==> config.mk <==
export PLATFORM = sky130hd
export DESIGN_NAME = mul32_seq_ctrl_flat
export DESIGN_NICKNAME = d
export VERILOG_FILES = /design/src/rtl/mul32_seq_ctrl_if.sv /design/src/rtl/mul32_seq_ctrl.sv /design/src/flat_wrapper.sv
export SDC_FILE = /design/constraint.sdc
export NUM_CORES = 1
export LEC_CHECK = 0
export CORE_UTILIZATION = 37
export CTS_BUF_LIST = sky130_fd_sc_hd__clkbuf_8
export DETAILED_ROUTE_END_ITERATION = 16
export PLACE_DENSITY = 0.57
export SLEW_MARGIN = 20
export SYNTH_ARGS = -nofsm -noshare
export SYNTH_HDL_FRONTEND = slang
export SYNTH_SLANG_ARGS = --single-unit
==> constraint.sdc <==
create_clock -name clk -period 10.3 [get_ports clk]
set_input_delay 2.575 -clock clk [delete_from_list [all_inputs] [get_ports clk]]
set_output_delay 2.575 -clock clk [all_outputs]
set_load 0.01 [all_outputs]
==> src/rtl/mul32_seq_ctrl_if.sv <==
// ---------------------------------------------------------------------------
// mul32_seq_ctrl_if
// Request/response bundle between a requester and the mul32_seq_ctrl
// sequential multiplier.
//   start : request pulse (requester -> controller)
//   a, b  : 32-bit unsigned operands, sampled with start
//   busy  : controller is not idle
//   done  : one-cycle completion pulse
//   p     : 64-bit product, held until the next completion
// ---------------------------------------------------------------------------
interface mul32_seq_ctrl_if;
    logic        start;
    logic [31:0] a;
    logic [31:0] b;
    logic        busy;
    logic        done;
    logic [63:0] p;

    modport master (output start, a, b, input  busy, done, p);
    modport slave  (input  start, a, b, output busy, done, p);
endinterface

==> src/rtl/mul32_seq_ctrl.sv <==
// ---------------------------------------------------------------------------
// mul32_seq_ctrl
// Computes an unsigned 32x32 -> 64 product with a single shared 16x16
// combinational multiplier, stepping the four partial products over four
// cycles and shift-accumulating them into a 64-bit register.
// Latency: start accepted at edge k, done high in the cycle after edge k+4,
// back in IDLE after edge k+5.
//   clk : system clock, rising edge
//   rst : asynchronous active-high reset
//   bus : slave side of mul32_seq_ctrl_if (start/a/b in, busy/done/p out)
// Also contains multiplier_16_bit, the shared combinational multiplier.
// ---------------------------------------------------------------------------
module multiplier_16_bit (
    input  logic [15:0] a,
    input  logic [15:0] b,
    output logic [31:0] p
);
    assign p = a * b;
endmodule

module mul32_seq_ctrl #(
    parameter int HALF_W = 16   // must stay 16 to match multiplier_16_bit
) (
    input  logic             clk,
    input  logic             rst,
    mul32_seq_ctrl_if.slave  bus
);
    localparam int FULL_W = 2 * HALF_W;
    localparam int PROD_W = 4 * HALF_W;

    typedef enum logic [1:0] {IDLE, CALC, DONE} state_t;

    state_t              state, state_nxt;
    logic [1:0]          step;
    logic [FULL_W-1:0]   a_r, b_r;
    logic [PROD_W-1:0]   acc, p_q, pp_sh, acc_sum;
    logic [HALF_W-1:0]   mul_a, mul_b;
    logic [FULL_W-1:0]   pp;
    logic                busy_q, done_q;

    // Operand mux: only latched operands feed the multiplier, so changes on
    // the live a/b inputs cannot disturb an operation in flight.
    always_comb begin
        mul_a = a_r[HALF_W-1:0];
        mul_b = b_r[HALF_W-1:0];
        case (step)
            2'd0: begin mul_a = a_r[HALF_W-1:0];      mul_b = b_r[HALF_W-1:0];      end
            2'd1: begin mul_a = a_r[FULL_W-1:HALF_W]; mul_b = b_r[HALF_W-1:0];      end
            2'd2: begin mul_a = a_r[HALF_W-1:0];      mul_b = b_r[FULL_W-1:HALF_W]; end
            default: begin mul_a = a_r[FULL_W-1:HALF_W]; mul_b = b_r[FULL_W-1:HALF_W]; end
        endcase
    end

    multiplier_16_bit u_mul (
        .a (mul_a),
        .b (mul_b),
        .p (pp)
    );

    // Partial-product alignment: cross terms sit at bit 16, hi*hi at bit 32.
    always_comb begin
        pp_sh = '0;
        case (step)
            2'd0:    pp_sh = {{FULL_W{1'b0}}, pp};
            2'd1,
            2'd2:    pp_sh = {{HALF_W{1'b0}}, pp, {HALF_W{1'b0}}};
            default: pp_sh = {pp, {FULL_W{1'b0}}};
        endcase
    end

    assign acc_sum = acc + pp_sh;

    // FSM: state register
    always_ff @(posedge clk or posedge rst) begin
        if (rst) state <= IDLE;
        else     state <= state_nxt;
    end

    // FSM: next state
    always_comb begin
        state_nxt = state;
        case (state)
            IDLE:    if (bus.start) state_nxt = CALC;
            CALC:    if (step == 2'd3) state_nxt = DONE;
            DONE:    state_nxt = IDLE;
            default: state_nxt = IDLE;
        endcase
    end

    // Datapath and registered handshake outputs. busy/done are derived from
    // the next state so they line up with the state register without any
    // combinational path from start.
    always_ff @(posedge clk or posedge rst) begin
        if (rst) begin
            step   <= 2'd0;
            a_r    <= '0;
            b_r    <= '0;
            acc    <= '0;
            p_q    <= '0;
            busy_q <= 1'b0;
            done_q <= 1'b0;
        end else begin
            busy_q <= (state_nxt != IDLE);
            done_q <= (state_nxt == DONE);
            case (state)
                IDLE: begin
                    if (bus.start) begin
                        a_r  <= bus.a;
                        b_r  <= bus.b;
                        acc  <= '0;
                        step <= 2'd0;
                    end
                end
                CALC: begin
                    acc  <= acc_sum;
                    step <= step + 2'd1;
                    if (step == 2'd3) p_q <= acc_sum;
                end
                default: ;
            endcase
        end
    end

    assign bus.busy = busy_q;
    assign bus.done = done_q;
    assign bus.p    = p_q;
endmodule
==> src/flat_wrapper.sv <==
// flat-port wrapper written by rule: the top's interface ports become plain ports
module mul32_seq_ctrl_flat 
#(
    parameter int HALF_W = 16                                             
)
  (clk, rst, bus_start, bus_a, bus_b, bus_busy, bus_done, bus_p);
  mul32_seq_ctrl_if bus_i ();
  input  logic clk;
  input  logic rst;
  input wire logic [$bits(bus_i.start)-1:0] bus_start;
  input wire logic [$bits(bus_i.a)-1:0] bus_a;
  input wire logic [$bits(bus_i.b)-1:0] bus_b;
  output wire logic [$bits(bus_i.busy)-1:0] bus_busy;
  output wire logic [$bits(bus_i.done)-1:0] bus_done;
  output wire logic [$bits(bus_i.p)-1:0] bus_p;
  assign bus_i.start = bus_start;
  assign bus_i.a = bus_a;
  assign bus_i.b = bus_b;
  assign bus_busy = bus_i.busy;
  assign bus_done = bus_i.done;
  assign bus_p = bus_i.p;
  mul32_seq_ctrl #(.HALF_W(HALF_W)) u_core (.clk(clk), .rst(rst), .bus(bus_i));
endmodule
==> metrics.log, run 1 <==
INFO  metric synth_enable_flop_cells = 0
INFO  metric area_of_the_die = 0.05553 mm2
INFO  metric outcome = completed
INFO  metric clkLatencyLatePin = 0.58 ns
INFO  metric place_ws = -0.1057 ns
INFO  metric post-route-period-util = 96.36%
INFO  metric global_route.usage.total = 23.13%
INFO  metric timing.slew.headroom = 41.08%
INFO  metric io_buffers = 132
INFO  metric ys_seq_elements = 198
INFO  metric synth_largest_area_cell = dfrtp_1
INFO  metric top_usage_layer = met2
INFO  metric cts_tree = yes
INFO  metric max_cap_violations = 0
INFO  metric hold_path.class = register to register
INFO  metric synthTopCellsByCount = 335 x nand2_1, 270 x inv_1, 198 x dfrtp_1
INFO  metric post-route-min-period = 9.926 ns
INFO  metric cts.htree.levels = 4
INFO  metric worst-r2r-cell-count = 36
INFO  metric layout_cells_excl_fill = 3127
INFO  metric clock-skew-final = 0.03198 ns
INFO  metric detailedPlacementHpwl = 50540 um
INFO  metric tightest_slew = 0.8838 ns
INFO  metric syn_avg_cell_area = 8.989 um2
INFO  metric drtAntennaViolNets = 0
INFO  metric core-area = 0.05392 mm2
INFO  metric yosysSeqAreaShare = 24.53%
INFO  metric antenna_found_initial = 0
INFO  metric die_height = 235.7 um
INFO  metric crit_arrival = 10.37 ns
INFO  metric area.growth.synth_to_final = 16.54%
INFO  metric synth_largest_type_area_fraction = 24.53%
INFO  metric drt-pass1-iter-count = 7
INFO  metric hold_viol = 0
INFO  metric finalWeightedCongestion = 0.9625
INFO  metric worst_setup_path_end_kind = register
INFO  metric finalSetupTns = 0 ns
INFO  metric avgViaCountPerCell = 5.335
INFO  metric nets = 2852
INFO  metric routed_wl = 62150 um
INFO  metric netlist_instances = 2247
INFO  metric synth.lib_cells_used.distinct = 68
INFO  metric synthesis.area = 0.02020 mm2
INFO  metric syn_nets = 2680
INFO  metric grt.met1_usage = 32.66%
INFO  metric flop_to_flop_setup_slack = 0.37 ns
INFO  metric synth.area.top_cells = dfrtp_1 25%, fa_1 19%, ha_1 11%
INFO  metric cts_root_cell = clkbuf_8
INFO  metric floorplan.initialDensity = 37.46%
INFO  metric number_of_stages_on_the_worst_hold_path = 2
INFO  metric rows = 85
INFO  metric async_flop_share = 100.0%
INFO  metric grt_max_degree = 139
INFO  metric grt_pass1_vias = 17090
INFO  metric hold-path-endpoint = u_core.bus.p[9]$_DFFE_PP0P_
INFO  metric cts_made_buffers = 17
INFO  metric worst-endpoint-required = 10.74 ns
INFO  metric layout-drive-gt1-share = 11.72%
INFO  metric maxSlewViolCount = 0
INFO  metric start_kind = register
INFO  metric met2_usage = 36.18%
INFO  metric synth_most_common_cell = nand2_1
INFO  metric drt_first_iter_violations = 1088
INFO  metric critPathMaxFanout = 27
INFO  metric clock-sinks = 198
INFO  metric cts.path.max_buffers = 2
INFO  metric critical_path.reg2reg.endpoint = u_core.bus.p[63]$_DFFE_PP0P_
INFO  metric numPlacedInstances = 3092
INFO  metric routed_wirelength_normalized_by_instance_count = 19.87 um
INFO  metric synth_ff_type = dfrtp_1
INFO  metric via_count = 16680
INFO  metric io-pin-count = 133
INFO  metric rsz0062_at_grt = true
INFO  metric antenna_cells_inserted = 0
INFO  metric timing.hold.worst.start = u_core.bus.p[9]$_DFFE_PP0P_
INFO  metric cts.reportedPaths.clkPinSlew = 0.12 ns
INFO  metric final_critical_path_setup_slack = 0.3745 ns
INFO  metric critical_path_top_delay_cell = fa_1
INFO  metric warning_count_from_the_yosys_run = 0
INFO  metric wire_length_of_the_first_global_routing_pass = 99260 um
INFO  metric crit_path_max_incr_delay = 0.57 ns
INFO  metric die_width = 235.7 um
INFO  metric worst-setup-path-type = register to register
INFO  metric report.final.setup_viol = 0
INFO  metric timing.critical_path.mode_cell = fa_1
INFO  metric fmax = 100.8 MHz
INFO  metric worstReg2RegStart = u_core.step[0]$_DFFE_PP0P_
INFO  metric grt_overflow = 0
INFO  metric drcViolationCount = 0
INFO  metric met3_usage = 3.905%
## through the flow
stage	hold slack, ns	instance area, um2	utilization (%)
3_5_place_dp	0.4646	22910	42.48
6_report	0.4809	23540	43.66
5_1_grt	0.5200	23540	43.66
2_1_floorplan	0.4453	20200	-
3_3_place_gp	0.4611	22910	42.48
4_1_cts	0.4882	23410	43.42
## repair_timing
item                       in CTS  in global routing
setup endpoints to repair       4                 50
pin swaps                       1                  1
buffers inserted                3                  0
resized for setup               2                 24
hold buffers                    0                  0
## sequential cells by signal, summed over array words and instances (netlist names)
name             flops
u_core.b_r          32
u_core.state         2
u_core.a_r          32
u_core.bus.busy      1
u_core.bus.p        64
u_core.step          2
u_core.acc          64
u_core.bus.done      1
## per-layer routing
metal  vias up  share of wire, %
met4         0               2.6
li1       7809                 -
met2       486                45
met3        76               4.8
met1      8311                47
met5         -                 0
## kinds of logic (layout without fill, tap and decap cells)
family,count (synthesis),in the layout,synth area share (%)
buffers and inverters,360,544,6.746
multiplexers,134,134,7.266
XOR/XNOR,84,84,3.642
AND/OR/NAND/NOR,666,666,14.05
adder cells (fa/ha/maj),366,366,29.92
flip-flops,198,198,24.53
AO/OA/AOI/OAI,439,439,13.84
## final cells by class
| class | instances | area (um2) |
|---|---|---|
| fillers | 5288 | 30380 |
| multi-input cells | 1689 | 14030 |
| flip-flops and latches | 198 | 4955 |
| repair buffers | 243 | 2187 |
| inverters | 270 | 1021 |
| well taps | 696 | 870.8 |
| clock buffers | 18 | 247.7 |
| clock inverters | 13 | 225.2 |
## cells in the final DEF (no fill, tap or decap), drive strengths merged, types with 6 or more instances in the layout
master         count
nand4             24
inv              273
nand2            335
nor2b             11
o21bai            17
o31ai             15
clkdlybuf4s50    132
o21a              15
xor2              32
ha               171
or3                9
a22o              31
and3               7
o22ai              7
mux2             101
dfrtp            198
and2              23
buf              111
o21ai            143
nand2b            19
a211oi            11
or2                7
a31oi             10
clkbuf            18
mux2i             33
nand3             24
xnor2             52
nor3              11
nor2             185
a21oi            107
fa               195
bufinv             6
a21o              34
## worst max path at each step
stage,startpoint,end,cells past startpoint
after CTS,u_core.step[0]$_DFFE_PP0P_,u_core.acc[60]$_DFFE_PP0P_,41
after floorplan,u_core.step[0]$_DFFE_PP0P_,u_core.acc[63]$_DFFE_PP0P_,40
after global placement,u_core.step[0]$_DFFE_PP0P_,u_core.bus.p[51]$_DFFE_PP0P_,37
final,u_core.step[0]$_DFFE_PP0P_,u_core.bus.p[63]$_DFFE_PP0P_,36
after detailed placement,u_core.step[0]$_DFFE_PP0P_,u_core.acc[62]$_DFFE_PP0P_,38
after global routing,u_core.step[0]$_DFFE_PP0P_,u_core.bus.p[53]$_DFFE_PP0P_,41
## critical path, delay by kind of cell (launching register included)
family / cells / cell delay [ns]
fa+ha+maj: 9 / 3.89
compound gates: 8 / 1.84
simple gates: 9 / 1.81
buf+inv: 7 / 1.01
xor+xnor: 2 / 0.52
flops: 1 / 0.43
mux: 1 / 0.25
Power of run 1 is not shown: default switching activity piles up to over one toggle a cycle in this logic, so the estimate is an artifact.
==> run 2, diff against run 1 <==
--- a/config.mk
+++ b/config.mk
@@ -5,10 +5,11 @@
 export SDC_FILE = /design/constraint.sdc
 export NUM_CORES = 1
 export LEC_CHECK = 0
+export CORE_MARGIN = 8
 export CORE_UTILIZATION = 37
 export CTS_BUF_LIST = sky130_fd_sc_hd__clkbuf_8
 export DETAILED_ROUTE_END_ITERATION = 16
-export PLACE_DENSITY = 0.57
+export PLACE_DENSITY_LB_ADDON = 0.25
 export SLEW_MARGIN = 20
 export SYNTH_ARGS = -nofsm -noshare
 export SYNTH_HDL_FRONTEND = slang
==> run 2 against run 1 <==
Effect of this change:
- hold slack improved by 0.0022 ns
- routed wire length rose by 0.32%
- final cell count fell by 0.83%
- setup slack improved by 0.048 ns
- sequential cell count did not move
- register-to-register slack improved by 0.05 ns
- die area rose by 12%
- critical path type unchanged
==> metrics.log, run 2 (synthesis gave the netlist of run 1 again) <==
INFO  metric rows = 85
INFO  metric routed_wl = 62350 um
INFO  metric met2_wirelength = 27660 um
INFO  metric post-route-min-period = 9.878 ns
INFO  metric worst_setup_path_end_kind = register
INFO  metric io_buffers = 132
INFO  metric report.final.setup_viol = 0
INFO  metric cts.path.max_buffers = 2
INFO  metric critical_path_top_delay_cell = fa_1
INFO  metric layout_cells_excl_fill = 3101
INFO  metric post-route-period-util = 95.90%
INFO  metric crit_arrival = 10.35 ns
INFO  metric critical_path.startpoint = u_core.step[1]$_DFFE_PP0P_
INFO  metric wl_met3 = 3473 um
INFO  metric via_count = 16720
INFO  metric cts_made_buffers = 17
INFO  metric die_width = 249.7 um
INFO  metric hold_viol = 0
INFO  metric global_route.usage.total = 20.25%
INFO  metric cts.reportedPaths.clkPinSlew = 0.12 ns
INFO  metric finalSetupTns = 0 ns
INFO  metric antenna_cells_inserted = 0
INFO  metric clock-sinks = 198
INFO  metric nets = 2825
INFO  metric max_cap_violations = 0
INFO  metric timing.hold.worst.start = u_core.bus.p[11]$_DFFE_PP0P_
INFO  metric fmax = 101.2 MHz
INFO  metric cts_root_cell = clkbuf_8
INFO  metric dr.max_layer_used = met4
INFO  metric antenna_found_initial = 0
INFO  metric critPathMaxFanout = 32
INFO  metric area.growth.synth_to_final = 15.56%
INFO  metric cts_tree = yes
INFO  metric maxSlewViolCount = 0
INFO  metric worstReg2RegStart = u_core.step[1]$_DFFE_PP0P_
INFO  metric detailedPlacementHpwl = 50830 um
INFO  metric area_of_the_die = 0.06233 mm2
INFO  metric avgViaCountPerCell = 5.392
INFO  metric die_height = 249.7 um
INFO  metric grt_overflow = 0
INFO  metric cts_hold_buffers = 0
INFO  metric wirelength_met1 = 29700 um
INFO  metric cts.htree.levels = 4
INFO  metric clock-skew-final = 0.03107 ns
INFO  metric layout_commonest_cell = nand2_1
INFO  metric finalWeightedCongestion = 0.9816
INFO  metric io-pin-count = 133
INFO  metric start_kind = register
INFO  metric numPlacedInstances = 3061
INFO  metric wire_length_of_the_first_global_routing_pass = 99510 um
INFO  metric worst-setup-path-type = register to register
INFO  metric final.hold.worst_slack = 0.4832 ns
INFO  metric outcome = completed
INFO  metric layout.cells.most_common_list = 334 x nand2_1, 271 x inv_1, 198 x dfrtp_1, 195 x fa_1, 183 x nor2_1
INFO  metric timing.slew.headroom = 41.39%
INFO  metric clkLatencyLatePin = 0.58 ns
INFO  metric dpl_cell_area = 0.02274 mm2
INFO  metric crit_path_max_incr_delay = 0.57 ns
INFO  metric routed_wirelength_normalized_by_instance_count = 20.11 um
INFO  metric timing.critical_path.mode_cell = fa_1
INFO  metric worst-endpoint-required = 10.77 ns
INFO  metric drt-pass1-iter-count = 6
INFO  metric tightest_slew = 0.8792 ns
INFO  metric core-area = 0.05392 mm2
INFO  metric grt_max_degree = 106
INFO  metric drt_first_iter_violations = 1212
INFO  metric floorplan.initialDensity = 37.46%
INFO  metric drtAntennaViolNets = 0
INFO  metric grt_pass1_vias = 17010
INFO  metric fillCellCount = 5317
INFO  metric final_area = 0.02334 mm2
INFO  metric layout-drive-gt1-share = 10.94%
INFO  metric drcViolationCount = 0
INFO  metric hold_path.class = register to register
[run 2: changes by cell type in the layout (fill, tap and decap cells not counted), moves of 2 or more]
cell,change
buf_12,+6
mux2_4,+3
bufinv_16,-5
inv_6,+3
buf_4,-33
a2111oi_2,+2
mux2_2,-3
clkinvlp_4,+2
[run 2: path summary, 6_finish.rpt]
kind / end / slack (ns) / cells after the start
worst max-delay path: u_core.acc[63]$_DFFE_PP0P_ / 0.42 / 35
worst min-delay path: u_core.bus.p[11]$_DFFE_PP0P_ / 0.48 / 2
worst max register to register: u_core.acc[63]$_DFFE_PP0P_ / 0.42 / 35
worst min register to register: u_core.bus.p[11]$_DFFE_PP0P_ / 0.48 / 2
max in group asynchronous: u_core.acc[48]$_DFFE_PP0P_ / 6.53 / 3
min in group asynchronous: u_core.acc[1]$_DFFE_PP0P_ / 2.53 / 2
[run 2: area by class of cell]
type                            count  area, um2  area share [%]
Sequential cell                   198       4955           21.23
Inverter                          270       1021           4.374
Multi-Input combinational cell   1689      14090           60.36
Tap cell                          696      870.8           3.731
Timing Repair Buffer              216       2043           8.753
Clock buffer                       17      234.0           1.002
Clock inverter                     15      128.9          0.5521
[run 2: what timing repair did]
action / 4_1_cts / 5_1_grt
gates cloned: 0 / 1
pin swaps: 1 / 4
buffers inserted: 2 / 5
hold endpoints to repair: 0 / 0
resized for setup: 3 / 33
endpoints found under the setup margin: 7 / 49
[run 2: stage by stage]
step / utilization, % / setup slack, ns
final: 43.29 / 0.4222
after global routing: 43.29 / -0.01694
after CTS: 42.90 / 0.01009
after detailed placement: 42.17 / -0.09424
after global placement: 42.17 / 0.05892
after floorplan: - / 0.1746
[run 2: routing by layer]
layer / vias to the layer above / track usage, %
met2: 534 / 31.01
met4: 0 / 6.121
li1: 7761 / -
met1: 8351 / 29.04
met5: - / 0
met3: 74 / 3.336
[run 2: critical path, delay by kind of cell, from the launching register on]
kind,cells,cell delay (ns)
xor gates and xnor gates,1,0.18
buffers and inverters,7,0.83
DFF,1,0.40
AOI/OAI and AO/OA,8,2.05
and+or+nand+nor,9,1.89
adders and majority gates,9,3.98
muxes,1,0.41
Power of run 2 is left out for the same reason.
==> run 3, diff against run 2 <==
--- a/config.mk
+++ b/config.mk
@@ -5,7 +5,8 @@
 export SDC_FILE = /design/constraint.sdc
 export NUM_CORES = 1
 export LEC_CHECK = 0
-export CORE_MARGIN = 8
+export CAP_MARGIN = 0
+export CORE_MARGIN = 2
 export CORE_UTILIZATION = 37
 export CTS_BUF_LIST = sky130_fd_sc_hd__clkbuf_8
 export DETAILED_ROUTE_END_ITERATION = 16
==> run 3 against run 2 <==
Effect of this change:
- die area decreased by 9.4%
- global-route usage increased by 2.4 points
- routed wire length about the same
- utilization increased by 0.64 points
==> metrics.log, run 3 (synthesis gave the netlist of run 1 again) <==
INFO  metric outcome = completed
INFO  metric die_width = 237.7 um
INFO  metric layout_commonest_cell = nand2_1
INFO  metric timing.critical_path.mode_cell = fa_1
INFO  metric avgViaCountPerCell = 5.340
INFO  metric cts_tree = yes
INFO  metric layout.cells.most_common_list = 334 x nand2_1, 271 x inv_1, 198 x dfrtp_1, 195 x fa_1, 182 x nor2_1
INFO  metric area_of_the_die = 0.05648 mm2
INFO  metric met2_wirelength = 28580 um
INFO  metric clock-skew-final = 0.01793 ns
INFO  metric post-route-min-period = 9.958 ns
INFO  metric via_count = 16660
INFO  metric cts.path.max_buffers = 2
INFO  metric cts.reportedPaths.clkPinSlew = 0.10 ns
INFO  metric drtAntennaViolNets = 0
INFO  metric critical_path_top_delay_cell = fa_1
INFO  metric worst_setup_path_end_kind = register
INFO  metric finalWeightedCongestion = 0.9411
INFO  metric grt_max_degree = 139
INFO  metric cts_made_buffers = 17
INFO  metric detailedPlacementHpwl = 50130 um
INFO  metric timing.slew.headroom = 34.65%
INFO  metric critPathMaxFanout = 8
INFO  metric nets = 2846
INFO  metric grt_overflow = 0
INFO  metric max_cap_violations = 0
INFO  metric floorplan.initialDensity = 37.46%
INFO  metric finish.utilization = 43.93%
INFO  metric report.final.setup_viol = 0
INFO  metric hold_path.class = register to register
INFO  metric io_buffers = 132
INFO  metric clkLatencyLatePin = 0.58 ns
INFO  metric fmax = 100.4 MHz
INFO  metric global_route.usage.total = 22.66%
INFO  metric drt-pass1-iter-count = 5
INFO  metric layout-drive-gt1-share = 12.46%
INFO  metric area.growth.synth_to_final = 17.26%
INFO  metric timing.critical_path.max_delay_family = adder cells
INFO  metric crit_arrival = 10.42 ns
INFO  metric post-route-period-util = 96.68%
INFO  metric start_kind = register
INFO  metric tightest_slew = 0.9803 ns
INFO  metric io-pin-count = 133
INFO  metric wirelength_met1 = 29260 um
INFO  metric cts_root_cell = clkbuf_8
INFO  metric worst-endpoint-required = 10.76 ns
INFO  metric routed_wl = 62320 um
INFO  metric crit_path_max_incr_delay = 0.56 ns
INFO  metric grt_pass1_vias = 17220
INFO  metric hold_viol = 0
INFO  metric maxSlewViolCount = 0
INFO  metric core-area = 0.05392 mm2
INFO  metric worst-setup-path-type = register to register
INFO  metric rows = 85
INFO  metric clock-sinks = 198
INFO  metric antenna_cells_inserted = 0
INFO  metric drt_first_iter_violations = 1092
INFO  metric die_height = 237.7 um
INFO  metric crit_buf_inv = 8
INFO  metric dr.max_layer_used = met4
INFO  metric routed_wirelength_normalized_by_instance_count = 19.97 um
INFO  metric drcViolationCount = 0
INFO  metric cts.htree.levels = 4
INFO  metric cts_hold_buffers = 0
INFO  metric antenna_found_initial = 0
INFO  metric wire_length_of_the_first_global_routing_pass = 98770 um
INFO  metric wl_met3 = 3010 um
[run 3: cell types whose count changed in the layout (fill, tap and decap cells not counted), sizes merged]
cell | before | now
inv | 277 | 274
clkbuf | 17 | 20
buf | 83 | 102
bufinv | 1 | 2
clkinv | 5 | 2
clkinvlp | 2 | 4
[run 3: cell type report]
class / count / area, um2
fill: 5302 / 30240
multi-input combinational: 1689 / 14210
tap: 696 / 870.8
clock inverter: 12 / 131.4
timing repair buffer: 237 / 2248
inverter: 270 / 1021
clock buffer: 18 / 247.7
sequential: 198 / 4955
[run 3: path summary, 6_finish.rpt]
path / start / to / slack, ns / depth (start not counted)
worst min-delay path: u_core.bus.p[23]$_DFFE_PP0P_ / u_core.bus.p[23]$_DFFE_PP0P_ / 0.49 / 2
min in group asynchronous: rst / u_core.a_r[16]$_DFFE_PP0P_ / 2.59 / 2
max in group asynchronous: rst / u_core.acc[39]$_DFFE_PP0P_ / 6.21 / 3
worst min register to register: u_core.bus.p[23]$_DFFE_PP0P_ / u_core.bus.p[23]$_DFFE_PP0P_ / 0.49 / 2
worst max register to register: u_core.step[0]$_DFFE_PP0P_ / u_core.acc[63]$_DFFE_PP0P_ / 0.34 / 39
worst max-delay path: u_core.step[0]$_DFFE_PP0P_ / u_core.acc[63]$_DFFE_PP0P_ / 0.34 / 39
[run 3: repair_timing]
item                       4_1_cts  5_1_grt
pin swaps                        1       10
cloned                           0        3
resized for setup                3       59
buffers inserted                 1        7
setup endpoints to repair       20       65
[run 3: through the flow]
step	instance area, um2	std cells	hold WS [ns]	worst slack, ns	TNS (ns)
final	23690	3120	0.4878	0.3415	0
after global routing	23690	3120	0.5270	-0.05432	-0.2347
after CTS	23290	3110	0.4984	0.001120	0
after detailed placement	22870	3079	0.4632	-0.1429	-0.7168
after global placement	22870	3079	0.4585	-0.1002	-0.3452
after floorplan	20200	2247	0.4453	0.1746	0
[run 3: tightest hold or removal path: cells and delay by family (launching register included)]
kind             cells  cell delay (ns)
AO/OA/AOI/OAI        1             0.06
AND/OR/NAND/NOR      1             0.04
flip-flops           1             0.35
[run 3: routing by layer]
metal  global-route usage [%]  up-vias
li1                         -     7793
met1                    32.06     8324
met2                    36.05      464
met3                    3.205       81
met4                    6.690        0
met5                        0        -
Power of run 3 is left out for the same reason.
